File: config.mk
export PLATFORM = sky130hd
export DESIGN_NAME = write_packer
export DESIGN_NICKNAME = d
export VERILOG_FILES = /design/src/rtl/write_packer.sv
export SDC_FILE = /design/constraint.sdc
export NUM_CORES = 1
export LEC_CHECK = 0
export BUFFER_PORTS_ARGS = -buffer_cell sky130_fd_sc_hd__buf_2
export CAP_MARGIN = 20
export CELL_PAD_IN_SITES_DETAIL_PLACEMENT = 0
export CELL_PAD_IN_SITES_GLOBAL_PLACEMENT = 2
export CORE_ASPECT_RATIO = 1.75
export CORE_MARGIN = 3
export CORE_UTILIZATION = 30
export DETAILED_ROUTE_END_ITERATION = 6
export PLACE_DENSITY = 0.66
export SETUP_SLACK_MARGIN = 0.2
export SLEW_MARGIN = 40
export SYNTH_ARGS = -nofsm -noshare
export SYNTH_HDL_FRONTEND = slang
export SYNTH_SLANG_ARGS = --single-unit
File: constraint.sdc
create_clock -name clk_i -period 2.9 [get_ports clk_i]
set_clock_uncertainty 0.1 [all_clocks]
set_input_delay 0.58 -clock clk_i [delete_from_list [all_inputs] [get_ports clk_i]]
set_output_delay 0.58 -clock clk_i [all_outputs]
set_load 0.01 [all_outputs]
File: src/rtl/write_packer.sv
// Write-side packer: gathers K input words into one group and hands the group
// to the circular buffer with a single write strobe once the buffer has room.
module write_packer #(
    parameter int DATA_W = 8,
    parameter int K      = 4,
    localparam int IDX_W = $clog2(K),
    localparam int CNT_W = $clog2(K + 1)
) (
    input  logic                  clk_i,
    input  logic                  rst_ni,
    input  logic [DATA_W-1:0]     in_data_i,
    input  logic                  in_valid_i,
    output logic                  in_ready_o,
    input  logic                  flush_i,
    input  logic                  buf_full_i,
    output logic                  wr_en_o,
    output logic [K*DATA_W-1:0]   wr_data_o,
    output logic [CNT_W-1:0]      wr_cnt_o,
    output logic                  busy_o
);

    typedef enum logic {
        S_FILL = 1'b0,
        S_HOLD = 1'b1
    } state_t;

    state_t                       state_q, state_d;
    logic [IDX_W-1:0]             idx_q, idx_d;
    logic [K-1:0][DATA_W-1:0]     slots_q, slots_d;
    logic [K*DATA_W-1:0]          wr_data_q, wr_data_d;
    logic [CNT_W-1:0]             wr_cnt_q, wr_cnt_d;

    logic                         accept;
    logic [CNT_W-1:0]             fill_cnt;

    assign in_ready_o = rst_ni & (state_q == S_FILL);
    assign accept     = in_valid_i & in_ready_o;
    assign fill_cnt   = CNT_W'(idx_q) + CNT_W'(accept);

    always_ff @(posedge clk_i or negedge rst_ni) begin
        if (!rst_ni) begin
            state_q   <= S_FILL;
            idx_q     <= '0;
            slots_q   <= '0;
            wr_data_q <= '0;
            wr_cnt_q  <= '0;
        end else begin
            state_q   <= state_d;
            idx_q     <= idx_d;
            slots_q   <= slots_d;
            wr_data_q <= wr_data_d;
            wr_cnt_q  <= wr_cnt_d;
        end
    end

    always_comb begin
        state_d   = state_q;
        idx_d     = idx_q;
        slots_d   = slots_q;
        wr_data_d = wr_data_q;
        wr_cnt_d  = wr_cnt_q;
        wr_en_o   = 1'b0;
        unique case (state_q)
            S_FILL: begin
                if (accept) begin
                    slots_d[idx_q] = in_data_i;
                    idx_d          = idx_q + IDX_W'(1);
                end
                // Slots above idx are always zero, so a partial group is already padded.
                if ((accept && idx_q == IDX_W'(K - 1)) || (flush_i && fill_cnt != '0)) begin
                    state_d   = S_HOLD;
                    wr_cnt_d  = fill_cnt;
                    wr_data_d = slots_d;
                    idx_d     = '0;
                    slots_d   = '0;
                end
            end
            S_HOLD: begin
                if (!buf_full_i) begin
                    wr_en_o   = 1'b1;
                    state_d   = S_FILL;
                    wr_data_d = '0;
                    wr_cnt_d  = '0;
                end
            end
            default: state_d = S_FILL;
        endcase
    end

    assign wr_data_o = wr_data_q;
    assign wr_cnt_o  = wr_cnt_q;
    assign busy_o    = (state_q == S_HOLD);

endmodule
==> reports/qor.tcl, run 1 <==
set qor(crit_path_depth) 9
set qor(tritoncts.num_buffers) 9
set qor(ctsRootBufferMaster) {sky130_fd_sc_hd__clkbuf_16}
set qor(netlist_instances) 258
set qor(hold_path.class) {primary input to async pin}
set qor(crit_chain) {buf_4, nand3b_1, inv_2, ha_1, ha_1, o31a_1, a22o_2, buf_4, mux2i_1}
set qor(wl_um) 7888
set qor(peakVddDrop_uv) 411.1
set qor(critPathCapture) {wr_data_o[7]}
set qor(seq_area_frac_synth_pct) 52.55
set qor(detailed_place.area_mm2) 0.003681
set qor(net_count_of_the_finished_layout) 337
set qor(crit_path_top_delay_cell) {sky130_fd_sc_hd__o31a_1}
set qor(n_antenna_cell) 0
set qor(worst-setup-path-type) {primary input to flip-flop}
set qor(global_route_wire_length_before_repair_um) 13020
set qor(max_cap_viol_count) 0
set qor(syn_area_per_cell_um2) 12.92
set qor(post_route_setup_tns_ns) 0
set qor(cts_setup_buffers) 0
set qor(run_status) {finished, final reports clean}
set qor(final_design_area_no_fill_mm2) 0.003981
set qor(gr-usage-all-layers_pct) 13.57
set qor(die-area_mm2) 0.01246
set qor(cts_tree) {done}
set qor(startpoint_type) {primary input}
set qor(placeableCoreArea_mm2) 0.01076
set qor(r2r-start) {busy_o}
set qor(synthDistinctLibCells) 34
set qor(io-pin-count) 51
set qor(grt_setup_unrepaired) {false}
set qor(p_leak_uw) 0.002105
set qor(io_buffer_count) 50
set qor(path_clk_slew_ns) 0.05
set qor(power-per-cell-area_mw_per_mm2) 917.2
set qor(tightest_slew_ns) 0.6189
set qor(layout_min_cycle_time_ns) 2.528
set qor(area_growth_pct) 19.44
set qor(dr_total_vias) 2209
set qor(largest_net_degree_at_the_start_of_global_routing) 67
set qor(gp_congestion) 0.8443
set qor(layout-drive-gt1-share_pct) 27.55
set qor(reg2reg_depth) 8
set qor(post-layout-total-power_uw) 3652
set qor(post_synthesis_net_count) 277
set qor(final_min_period_over_clock_period_pct) 87.18
set qor(synth-seq-cells) 70
set qor(timing.critical_path.buf_inv) 3
set qor(worst-path-max-fanout) 19
set qor(cpLargestDelayFamily) {compound AO/OA/AOI/OAI gates}
set qor(initial_antenna_violation_count) 0
set qor(number_of_global_route_vias_before_repair) 2360
set qor(worst-r2r-setup-slack_ns) 0.40
set qor(timing.rr.end) {wr_data_o[7]}
set qor(cts_max_path_buffers) 2
set qor(count_of_clock_tree_sinks) 70
set qor(timing_hold_violations_final) 0
set qor(post-route-drc-count) 0
set qor(detail_route.first_pass.iterations) 4
set qor(num_rows) 50
set qor(vias_per_cell) 4.876
set qor(routedWlPerCell_um) 17.41
set qor(clock_latency_ns) 0.32
set qor(fmaxAchievable_mhz) 395.5
set qor(final-setup-viol-count) 0
set qor(post_cts_resize_count) 0
set qor(worstSetupEndpointType) {flip-flop}
set qor(max_stage_delay_ns) 0.49
set qor(slew_viol_final) 0
set qor(antenna_violating_nets_remaining) 0
set qor(die_w_um) 85.68
set qor(htree_num_levels) 3
set qor(detailed_place_hpwl_um) 5639
set qor(required_ns) 3.05
set qor(worst-endpoint-arrival_ns) 2.67
set qor(synth_area_mm2) 0.003333
set qor(count_of_yosys_warnings_during_synthesis) 0
set qor(initial_detailed_routing_violation_count) 112
set qor(global_route.overflow_total) 0
set qor(setup.worst_path.start) {rst_ni}
set qor(slew_headroom_pct) 58.74
set qor(cts_hold_repair_buffers) 0
set qor(die_h_um) 145.4
set qor(start_util_pct) 30.98
==> worst min path at each step <==
stage | from | endpoint | slack, ns | cells after the start
6_report | rst_ni | slots_q[8] | 0.12 | 2
5_1_grt | rst_ni | slots_q[0] | 0.12 | 2
4_1_cts | rst_ni | slots_q[0] | 0.11 | 2
3_5_place_dp | slots_q[24] | slots_q[24] | 0.38 | 1
3_3_place_gp | slots_q[24] | slots_q[24] | 0.37 | 1
2_1_floorplan | rst_ni | busy_o | 0.18 | 0
==> cells by family (layout without fill, tap and decap cells) <==
family,Yosys count,after routing,share of synthesized area (%)
buf+inv,22,87,6.231
fa+ha+maj,6,6,2.252
compound gates,38,38,9.760
mux,65,65,19.56
simple gates,57,57,9.648
flops,70,70,52.55
==> cell type report <==
| cell class | count | area [um^2] |
|---|---|---|
| fill | 1095 | 6779 |
| multi-input combinational | 166 | 1375 |
| inverter | 6 | 22.52 |
| sequential | 70 | 1752 |
| tap | 130 | 162.7 |
| clock inverter | 6 | 61.31 |
| clock buffer | 10 | 239.0 |
| timing repair buffer | 65 | 369.1 |
==> per-stage QoR <==
step / hold slack [ns] / cells / utilization (%) / setup slack [ns]
2_1_floorplan: 0.1844 / 258 / - / 0.2880
3_3_place_gp: 0.3681 / 437 / 34.17 / 0.1009
3_5_place_dp: 0.3752 / 437 / 34.21 / 0.02951
4_1_cts: 0.1142 / 453 / 37.00 / 0.3648
5_1_grt: 0.1152 / 453 / 37.00 / 0.2348
6_report: 0.1160 / 453 / 37.00 / 0.3717
==> worst register-to-register path: stages (launching register included) <==
cell	delay, ns
sky130_fd_sc_hd__dfrtp_1	0.33
sky130_fd_sc_hd__nand3b_1	0.13
sky130_fd_sc_hd__inv_2	0.06
sky130_fd_sc_hd__ha_1	0.18
sky130_fd_sc_hd__ha_1	0.31
sky130_fd_sc_hd__o31a_1	0.49
sky130_fd_sc_hd__a22o_2	0.25
sky130_fd_sc_hd__buf_4	0.32
sky130_fd_sc_hd__mux2i_1	0.24
==> registers in the layout (all words and copies together) (netlist names) <==
signal     count
slots_q       32
wr_data_o     32
wr_cnt_o       3
idx_q          2
busy_o         1
==> power breakdown <==
group | leakage (uW) | internal (uW) | switching, uW
registers | 0.000963 | 1240 | 146
logic | 0.000994 | 521 | 653
clock network | 0.000148 | 685 | 407
total | 0.00211 | 2450 | 1210
==> cells in the final DEF, fill, tap and decap left out, drive strengths merged <==
cell type and n:
nand2b 1, a32o 4, o31a 1, nand3b 1, and3 1, and2 9, dfrtp 70, a2bb2oi 2
nand3 3, mux2 1, clkinv 4, nor2b 1, ha 6, nand4b 2, a22o 25, nor3 2
nor2 2, o21ai 1, a31oi 1, o31ai 1, bufinv 1, nor4 3, nand2 32, clkinvlp 1
a22oi 1, inv 6, mux2i 64, clkbuf 10, buf 65, a31o 1, a21oi 1
==> cells in the mapped netlist <==
cell	number	area (um^2)
sky130_fd_sc_hd__nand3_2	1	10.01
sky130_fd_sc_hd__mux2_2	1	11.26
sky130_fd_sc_hd__o21ai_0	1	5.000
sky130_fd_sc_hd__buf_2	2	10.01
sky130_fd_sc_hd__a31o_2	1	8.760
sky130_fd_sc_hd__inv_2	1	3.750
sky130_fd_sc_hd__clkbuf_1	2	7.510
sky130_fd_sc_hd__a31oi_1	1	6.260
sky130_fd_sc_hd__a22oi_1	1	7.510
sky130_fd_sc_hd__nor2_1	2	7.510
sky130_fd_sc_hd__and3_1	1	6.260
sky130_fd_sc_hd__nor3_1	2	10.01
sky130_fd_sc_hd__clkbuf_8	4	55.05
sky130_fd_sc_hd__nor2b_1	1	6.260
sky130_fd_sc_hd__mux2i_1	64	640.6
sky130_fd_sc_hd__buf_4	1	7.510
sky130_fd_sc_hd__a2bb2oi_1	2	17.52
sky130_fd_sc_hd__dfrtp_1	70	1752
sky130_fd_sc_hd__nand2b_1	1	6.260
sky130_fd_sc_hd__a21oi_1	1	5.000
sky130_fd_sc_hd__nand3b_1	1	7.510
sky130_fd_sc_hd__ha_1	6	75.07
sky130_fd_sc_hd__a22o_1	25	219.0
sky130_fd_sc_hd__nand2_1	32	120.1
sky130_fd_sc_hd__and2_1	9	56.30
sky130_fd_sc_hd__o31a_1	1	8.760
sky130_fd_sc_hd__buf_6	4	45.04
sky130_fd_sc_hd__inv_1	5	18.77
sky130_fd_sc_hd__nand4b_1	2	17.52
sky130_fd_sc_hd__o31ai_1	1	7.510
sky130_fd_sc_hd__a32o_1	4	40.04
sky130_fd_sc_hd__nand3_1	2	10.01
sky130_fd_sc_hd__buf_12	3	60.06
sky130_fd_sc_hd__nor4_4	3	63.81
==> metal layers <==
metal  share of wire (%)  GRT usage, %
met3                 4.0         2.833
met2                  52         23.33
met1                  42         16.12
met4                 1.9         5.705
met5                   0             0
Note: power is estimated with default switching activity, not from simulation.
==> inputs of run 2 (changes only) <==
==> constraint.sdc (replaced) <==
create_clock -name clk_i -period 2.9 [get_ports clk_i]
set_clock_uncertainty 0.1 [all_clocks]
set_input_delay 0.87 -clock clk_i [delete_from_list [all_inputs] [get_ports clk_i]]
set_output_delay 0.87 -clock clk_i [all_outputs]
set_load 0.01 [all_outputs]
==> run 2 against run 1 <==
  * Sequential power about the same
  * Utilization up 0.093 points
  * Non-clock buffer count increased by 1
  * Worst setup slack worse by 0.055 ns
  * Fmax shrank 2.1%
  * Final cell count unchanged
  * Critical path depth down 5
  * Design area is 0.25% higher
  * Register-to-register slack better by 0.19 ns
  * Wire length is 0.79% higher
==> reports/qor.tcl, run 2 (same netlist as run 1, synthesis figures left out) <==
set qor(run_status) {finished, final reports clean}
set qor(mostFrequentLayoutCells) {sky130_fd_sc_hd__dfrtp_1, sky130_fd_sc_hd__mux2i_1, sky130_fd_sc_hd__buf_2, sky130_fd_sc_hd__nand2_1, sky130_fd_sc_hd__a22o_1}
set qor(final_layout_fill_cell_count) 1118 ;# +2.1%
set qor(slew_viol_final) 0 ;# unchanged
set qor(cts_tree) {done}
set qor(wl_um) 7950 ;# +0.79%
set qor(final_min_period_over_clock_period_pct) 89.08 ;# +1.9 points
set qor(io-pin-count) 51 ;# unchanged
set qor(antenna_violating_nets_remaining) 0 ;# unchanged
set qor(placeableCoreArea_mm2) 0.01076 ;# unchanged
set qor(initial_antenna_violation_count) 0 ;# unchanged
set qor(max_cap_viol_count) 0 ;# unchanged
set qor(clock_latency_ns) 0.32 ;# about the same
set qor(reg2reg_depth) 8 ;# unchanged
set qor(core_util_final_pct) 37.09 ;# +0.093 points
set qor(layout-drive-gt1-share_pct) 26.93 ;# -0.62 points
set qor(worst-setup-path-type) {primary input to output port}
set qor(fmaxAchievable_mhz) 387.1 ;# -2.1%
set qor(num_rows) 50 ;# unchanged
set qor(grt_setup_unrepaired) {false}
set qor(layout_min_cycle_time_ns) 2.583 ;# +0.05502 ns
set qor(power-per-cell-area_mw_per_mm2) 893.8 ;# -2.6%
set qor(worst-r2r-setup-slack_ns) 0.59 ;# +0.19 ns
set qor(worst-path-max-fanout) 47 ;# +28
set qor(cts_max_path_buffers) 2 ;# unchanged
set qor(ctsRootBufferMaster) {sky130_fd_sc_hd__clkbuf_16}
set qor(initial_detailed_routing_violation_count) 99 ;# -12%
set qor(die_h_um) 145.4 ;# unchanged
set qor(slew_headroom_pct) 65.85 ;# +7.1 points
set qor(hold_path.class) {flip-flop to flip-flop}
set qor(setup.worst_path.start) {rst_ni}
set qor(net_count_of_the_finished_layout) 338 ;# +0.30%
set qor(number_of_global_route_vias_before_repair) 2435 ;# +3.2%
set qor(detail_route.first_pass.iterations) 4 ;# unchanged
set qor(die-area_mm2) 0.01246 ;# unchanged
set qor(timing.rr.end) {slots_q[10]}
set qor(post-route-drc-count) 0 ;# unchanged
set qor(count_of_clock_tree_sinks) 70 ;# unchanged
set qor(worstSetupEndpointType) {output port}
set qor(gp_congestion) 0.7830 ;# -7.3%
set qor(dr_total_vias) 2187 ;# -1.0%
set qor(startpoint_type) {primary input}
set qor(gr-usage-all-layers_pct) 13.67 ;# +0.10 points
set qor(final-setup-viol-count) 0 ;# unchanged
set qor(tightest_slew_ns) 0.5123 ;# -0.1066 ns
set qor(htree_num_levels) 3 ;# unchanged
set qor(path_clk_slew_ns) 0.05 ;# about the same
set qor(peakVddDrop_uv) 370.9 ;# -9.8%
set qor(global_route_wire_length_before_repair_um) 13300 ;# +2.1%
set qor(post-layout-total-power_uw) 3567 ;# -2.3%
set qor(r2r-start) {busy_o}
set qor(critPathCapture) {in_ready_o}
set qor(worst-endpoint-arrival_ns) 1.61 ;# -1.06 ns
set qor(die_w_um) 85.68 ;# unchanged
set qor(global_route.overflow_total) 0 ;# unchanged
set qor(detailed_place_hpwl_um) 5775 ;# +2.4%
set qor(most_frequent_standard_cell_in_the_layout_excluding_fill_and_tap_cells) {sky130_fd_sc_hd__dfrtp_1}
set qor(tritoncts.num_buffers) 9 ;# unchanged
set qor(p_leak_uw) 0.002089 ;# -0.76%
set qor(io_buffer_count) 50 ;# unchanged
set qor(n_antenna_cell) 0 ;# unchanged
set qor(required_ns) 1.93 ;# -1.12 ns
set qor(timing_hold_violations_final) 0 ;# unchanged
set qor(cts_setup_buffers) 0 ;# unchanged
set qor(vias_per_cell) 4.828 ;# -1.0%
set qor(largest_net_degree_at_the_start_of_global_routing) 48 ;# -28%
set qor(routedWlPerCell_um) 17.55 ;# +0.79%
set qor(start_util_pct) 30.98 ;# unchanged
set qor(area_growth_pct) 19.74
[run 2: layer usage]
metal / GRT usage [%] / routed length [um] / part of all wire [%] / up-vias
li1: - / - / - / 1057
met1: 16.05 / 3297 / 41 / 1081
met2: 23.75 / 4198 / 53 / 37
met3: 3.116 / 286 / 3.6 / 12
met4: 5.309 / 167 / 2.1 / 0
met5: 0 / 0 / 0 / -
[run 2: worst min-delay path by stage]
stage	start	endpoint	cells after the start
after detailed placement	slots_q[27]	slots_q[27]	1
after global placement	slots_q[29]	slots_q[29]	1
after floorplan	slots_q[24]	slots_q[24]	1
after global routing	slots_q[25]	slots_q[25]	1
final	slots_q[27]	slots_q[27]	1
after CTS	slots_q[27]	slots_q[27]	1
[run 2: power breakdown]
group,switching [uW],internal [uW]
sequential,150,1240
combinational,669,563
clock,372,571
[run 2: stage by stage]
step	TNS [ns]	area (um^2)	hold slack, ns	setup slack [ns]	instances
5_1_grt	0	3991	0.4001	0.2001	453
3_3_place_gp	0	3735	0.3685	0.02490	438
2_1_floorplan	0	3369	0.3533	0.1260	258
6_report	0	3991	0.3795	0.3167	453
4_1_cts	0	3989	0.3876	0.2525	453
3_5_place_dp	-0.1120	3735	0.3707	-0.02490	438
[run 2: repair_timing]
action / 4_1_cts / 5_1_grt
resized for setup: 1 / 1
setup endpoints to repair: 1 / 4
hold buffers: 0 / 0
pin swaps: 0 / 1
[run 2: layout make-up]
type,count,area [um^2],area share (%)
multi-input combinational,166,1400,35.08
timing repair buffer,66,404.1,10.13
tap,130,162.7,4.075
clock buffer,13,240.2,6.019
clock inverter,2,10.01,0.2508
sequential,70,1752,43.89
inverter,6,22.52,0.5643
[run 2: critical path: stages]
cell,delay (ns)
sky130_fd_sc_hd__buf_4,0.09
sky130_fd_sc_hd__clkbuf_8,0.34
sky130_fd_sc_hd__nor2b_1,0.17
sky130_fd_sc_hd__buf_2,0.13
==> inputs of run 3 (changes only) <==
CAP_MARGIN = unset   (was 20)
CTS_BUF_LIST = sky130_fd_sc_hd__clkbuf_8   (was unset)
==> run 3 against run 2 <==
  * Register-to-register slack lost 0.06 ns
  * First-iteration DRC count increased by 2.0%
  * Worst setup slack improved by 0.015 ns
  * Critical path type is now primary input to flip-flop
  * Design area fell by 2.5%
  * Count of clock-buffer cells in the layout shrank 4
  * Final cell count unchanged
  * Sequential share of layout area up 1.1 points
  * Die area stayed put
  * Non-clock buffer count stayed put
  * Utilization decreased by 0.93 points
  * Clock power shrank 33%
  * Via count fell by 0.32%
==> reports/qor.tcl, run 3 (same netlist as run 1, synthesis figures left out) <==
set qor(die-area_mm2) 0.01246 ;# unchanged
set qor(path_clk_slew_ns) 0.07 ;# +0.02 ns
set qor(slew_viol_final) 0 ;# unchanged
set qor(r2r-start) {busy_o}
set qor(mostFrequentLayoutCells) {sky130_fd_sc_hd__dfrtp_1, sky130_fd_sc_hd__mux2i_1, sky130_fd_sc_hd__buf_2, sky130_fd_sc_hd__nand2_1, sky130_fd_sc_hd__a22o_1}
set qor(layout_min_cycle_time_ns) 2.568 ;# -0.01539 ns
set qor(worst-path-max-fanout) 7 ;# -85%
set qor(crit_path_top_delay_cell) {sky130_fd_sc_hd__nor4_4}
set qor(final_min_period_over_clock_period_pct) 88.55 ;# -0.53 points
set qor(die_w_um) 85.68 ;# unchanged
set qor(final-setup-viol-count) 0 ;# unchanged
set qor(place_inst) 438 ;# unchanged
set qor(p_leak_uw) 0.002060 ;# -1.4%
set qor(startpoint_type) {primary input}
set qor(worst-setup-path-type) {primary input to flip-flop}
set qor(detailed_place_hpwl_um) 5775 ;# unchanged
set qor(routedWlPerCell_um) 17.71 ;# +0.92%
set qor(gp_congestion) 0.7830 ;# unchanged
set qor(tritoncts.num_buffers) 9 ;# unchanged
set qor(max_stage_delay_ns) 0.43 ;# +0.09 ns
set qor(layout-drive-gt1-share_pct) 26.93 ;# unchanged
set qor(initial_antenna_violation_count) 0 ;# unchanged
set qor(vias_per_cell) 4.812 ;# -0.32%
set qor(cpLargestDelayFamily) {compound AO/OA/AOI/OAI gates}
set qor(num_rows) 50 ;# unchanged
set qor(detail_route.first_pass.iterations) 4 ;# unchanged
set qor(most_frequent_standard_cell_in_the_layout_excluding_fill_and_tap_cells) {sky130_fd_sc_hd__dfrtp_1}
set qor(area.sequential_mm2) 0.001752 ;# unchanged
set qor(htree_num_levels) 3 ;# unchanged
set qor(dr_total_vias) 2180 ;# -0.32%
set qor(area_growth_pct) 16.74
set qor(n_antenna_cell) 0 ;# unchanged
set qor(power-per-cell-area_mw_per_mm2) 838.2 ;# -6.2%
set qor(final_cells) 453 ;# unchanged
set qor(io_buffer_count) 50 ;# unchanged
set qor(peakVddDrop_uv) 423.8 ;# +14%
set qor(net_count_of_the_finished_layout) 338 ;# unchanged
set qor(antenna_violating_nets_remaining) 0 ;# unchanged
set qor(start_util_pct) 30.98 ;# unchanged
set qor(timing.final.ws_setup_ns) 0.3320 ;# +0.01539 ns
set qor(cts_hold_repair_buffers) 0 ;# unchanged
set qor(grt_setup_unrepaired) {false}
set qor(reg2reg_depth) 8 ;# unchanged
set qor(cts_tree) {done}
set qor(global_route.overflow_total) 0 ;# unchanged
set qor(hold_path.class) {flip-flop to flip-flop}
set qor(ctsRootBufferMaster) {sky130_fd_sc_hd__clkbuf_8}
set qor(timing_hold_violations_final) 0 ;# unchanged
set qor(tightest_slew_ns) 0.5095 ;# -0.002813 ns
set qor(worstSetupEndpointType) {flip-flop}
set qor(critPathCapture) {slots_q[10]}
set qor(die_h_um) 145.4 ;# unchanged
set qor(io-pin-count) 51 ;# unchanged
set qor(placeableCoreArea_mm2) 0.01076 ;# unchanged
set qor(dpl_worst_slack_ns) -0.02490 ;# unchanged
set qor(setup.worst_path.start) {rst_ni}
set qor(fmaxAchievable_mhz) 389.4 ;# +0.60%
set qor(number_of_global_route_vias_before_repair) 2441 ;# +0.25%
set qor(run_status) {finished, final reports clean}
set qor(clock_latency_ns) 0.35 ;# +0.03 ns
set qor(timing.rr.end) {slots_q[10]}
set qor(slew_headroom_pct) 66.04 ;# +0.19 points
set qor(cts_max_path_buffers) 2 ;# unchanged
set qor(required_ns) 3.09 ;# +1.16 ns
set qor(multiInputGateArea_mm2) 0.001400 ;# unchanged
set qor(timing.critical_path.buf_inv) 3 ;# unchanged
set qor(worst-r2r-setup-slack_ns) 0.53 ;# -0.06 ns
set qor(worst-endpoint-arrival_ns) 2.75 ;# +1.14 ns
set qor(crit_chain) {buf_4, nand3b_1, inv_2, ha_4, ha_4, o31a_1, buf_12, nor4_4, a22o_1}
set qor(wl_um) 8023 ;# +0.92%
set qor(initial_detailed_routing_violation_count) 101 ;# +2.0%
set qor(gr-usage-all-layers_pct) 13.91 ;# +0.24 points
set qor(crit_path_frequent_cell) {sky130_fd_sc_hd__ha_4}
set qor(core_util_final_pct) 36.16 ;# -0.93 points
set qor(final_layout_fill_cell_count) 1129 ;# +0.98%
set qor(global_route_wire_length_before_repair_um) 13340 ;# +0.36%
set qor(max_cap_viol_count) 0 ;# unchanged
set qor(post-route-drc-count) 0 ;# unchanged
set qor(post_route_setup_tns_ns) 0 ;# unchanged
set qor(post-layout-total-power_uw) 3262 ;# -8.6%
set qor(count_of_clock_tree_sinks) 70 ;# unchanged
set qor(crit_path_depth) 9 ;# +5
set qor(largest_net_degree_at_the_start_of_global_routing) 48 ;# unchanged
-- run 3: changes by cell type in the layout (fill, tap and decap cells not counted) --
cell                        delta
sky130_fd_sc_hd__buf_8         +1
sky130_fd_sc_hd__clkbuf_1      -4
sky130_fd_sc_hd__clkbuf_16     -9
sky130_fd_sc_hd__clkbuf_8      +8
sky130_fd_sc_hd__inv_1         +4
-- run 3: power breakdown --
| group | total, uW | internal [uW] | switching (uW) | leakage (uW) |
|---|---|---|---|---|
| clock | 637 | 290 | 347 | 0.0000938 |
| sequential | 1390 | 1240 | 152 | 0.000963 |
| combinational | 1230 | 564 | 671 | 0.00100 |
-- run 3: per-layer routing --
layer	GRT usage, %	up-vias	wire, um
li1	-	1051	-
met1	16.04	1077	3301
met2	23.75	38	4218
met3	3.456	14	300
met4	6.498	0	204
met5	0	-	0
-- run 3: how the worst min path moves through the flow --
stage | start | to | slack [ns] | depth (start not counted)
finish | slots_q[28] | slots_q[28] | 0.38 | 1
global route | slots_q[25] | slots_q[25] | 0.41 | 1
CTS | slots_q[27] | slots_q[27] | 0.39 | 1
detailed placement | slots_q[27] | slots_q[27] | 0.37 | 1
global placement | slots_q[29] | slots_q[29] | 0.37 | 1
floorplan | slots_q[24] | slots_q[24] | 0.35 | 1
-- run 3: area by class of cell --
class | instances | area share, %
Sequential cell | 70 | 45.02
Multi-Input combinational cell | 166 | 35.98
Timing Repair Buffer | 66 | 10.42
Tap cell | 130 | 4.180
Clock buffer | 9 | 3.183
Clock inverter | 6 | 0.6431
Inverter | 6 | 0.5788
-- run 3: timing repair --
action                     4_1_cts  5_1_grt
resized for setup                1        2
setup endpoints to repair        1        1
buffers inserted                 0        0
-- run 3: through the flow --
stage | area [um^2] | hold WS [ns]
floorplan | 3369 | 0.3533
global placement | 3735 | 0.3685
detailed placement | 3735 | 0.3707
CTS | 3887 | 0.3913
global route | 3891 | 0.4055
finish | 3891 | 0.3846
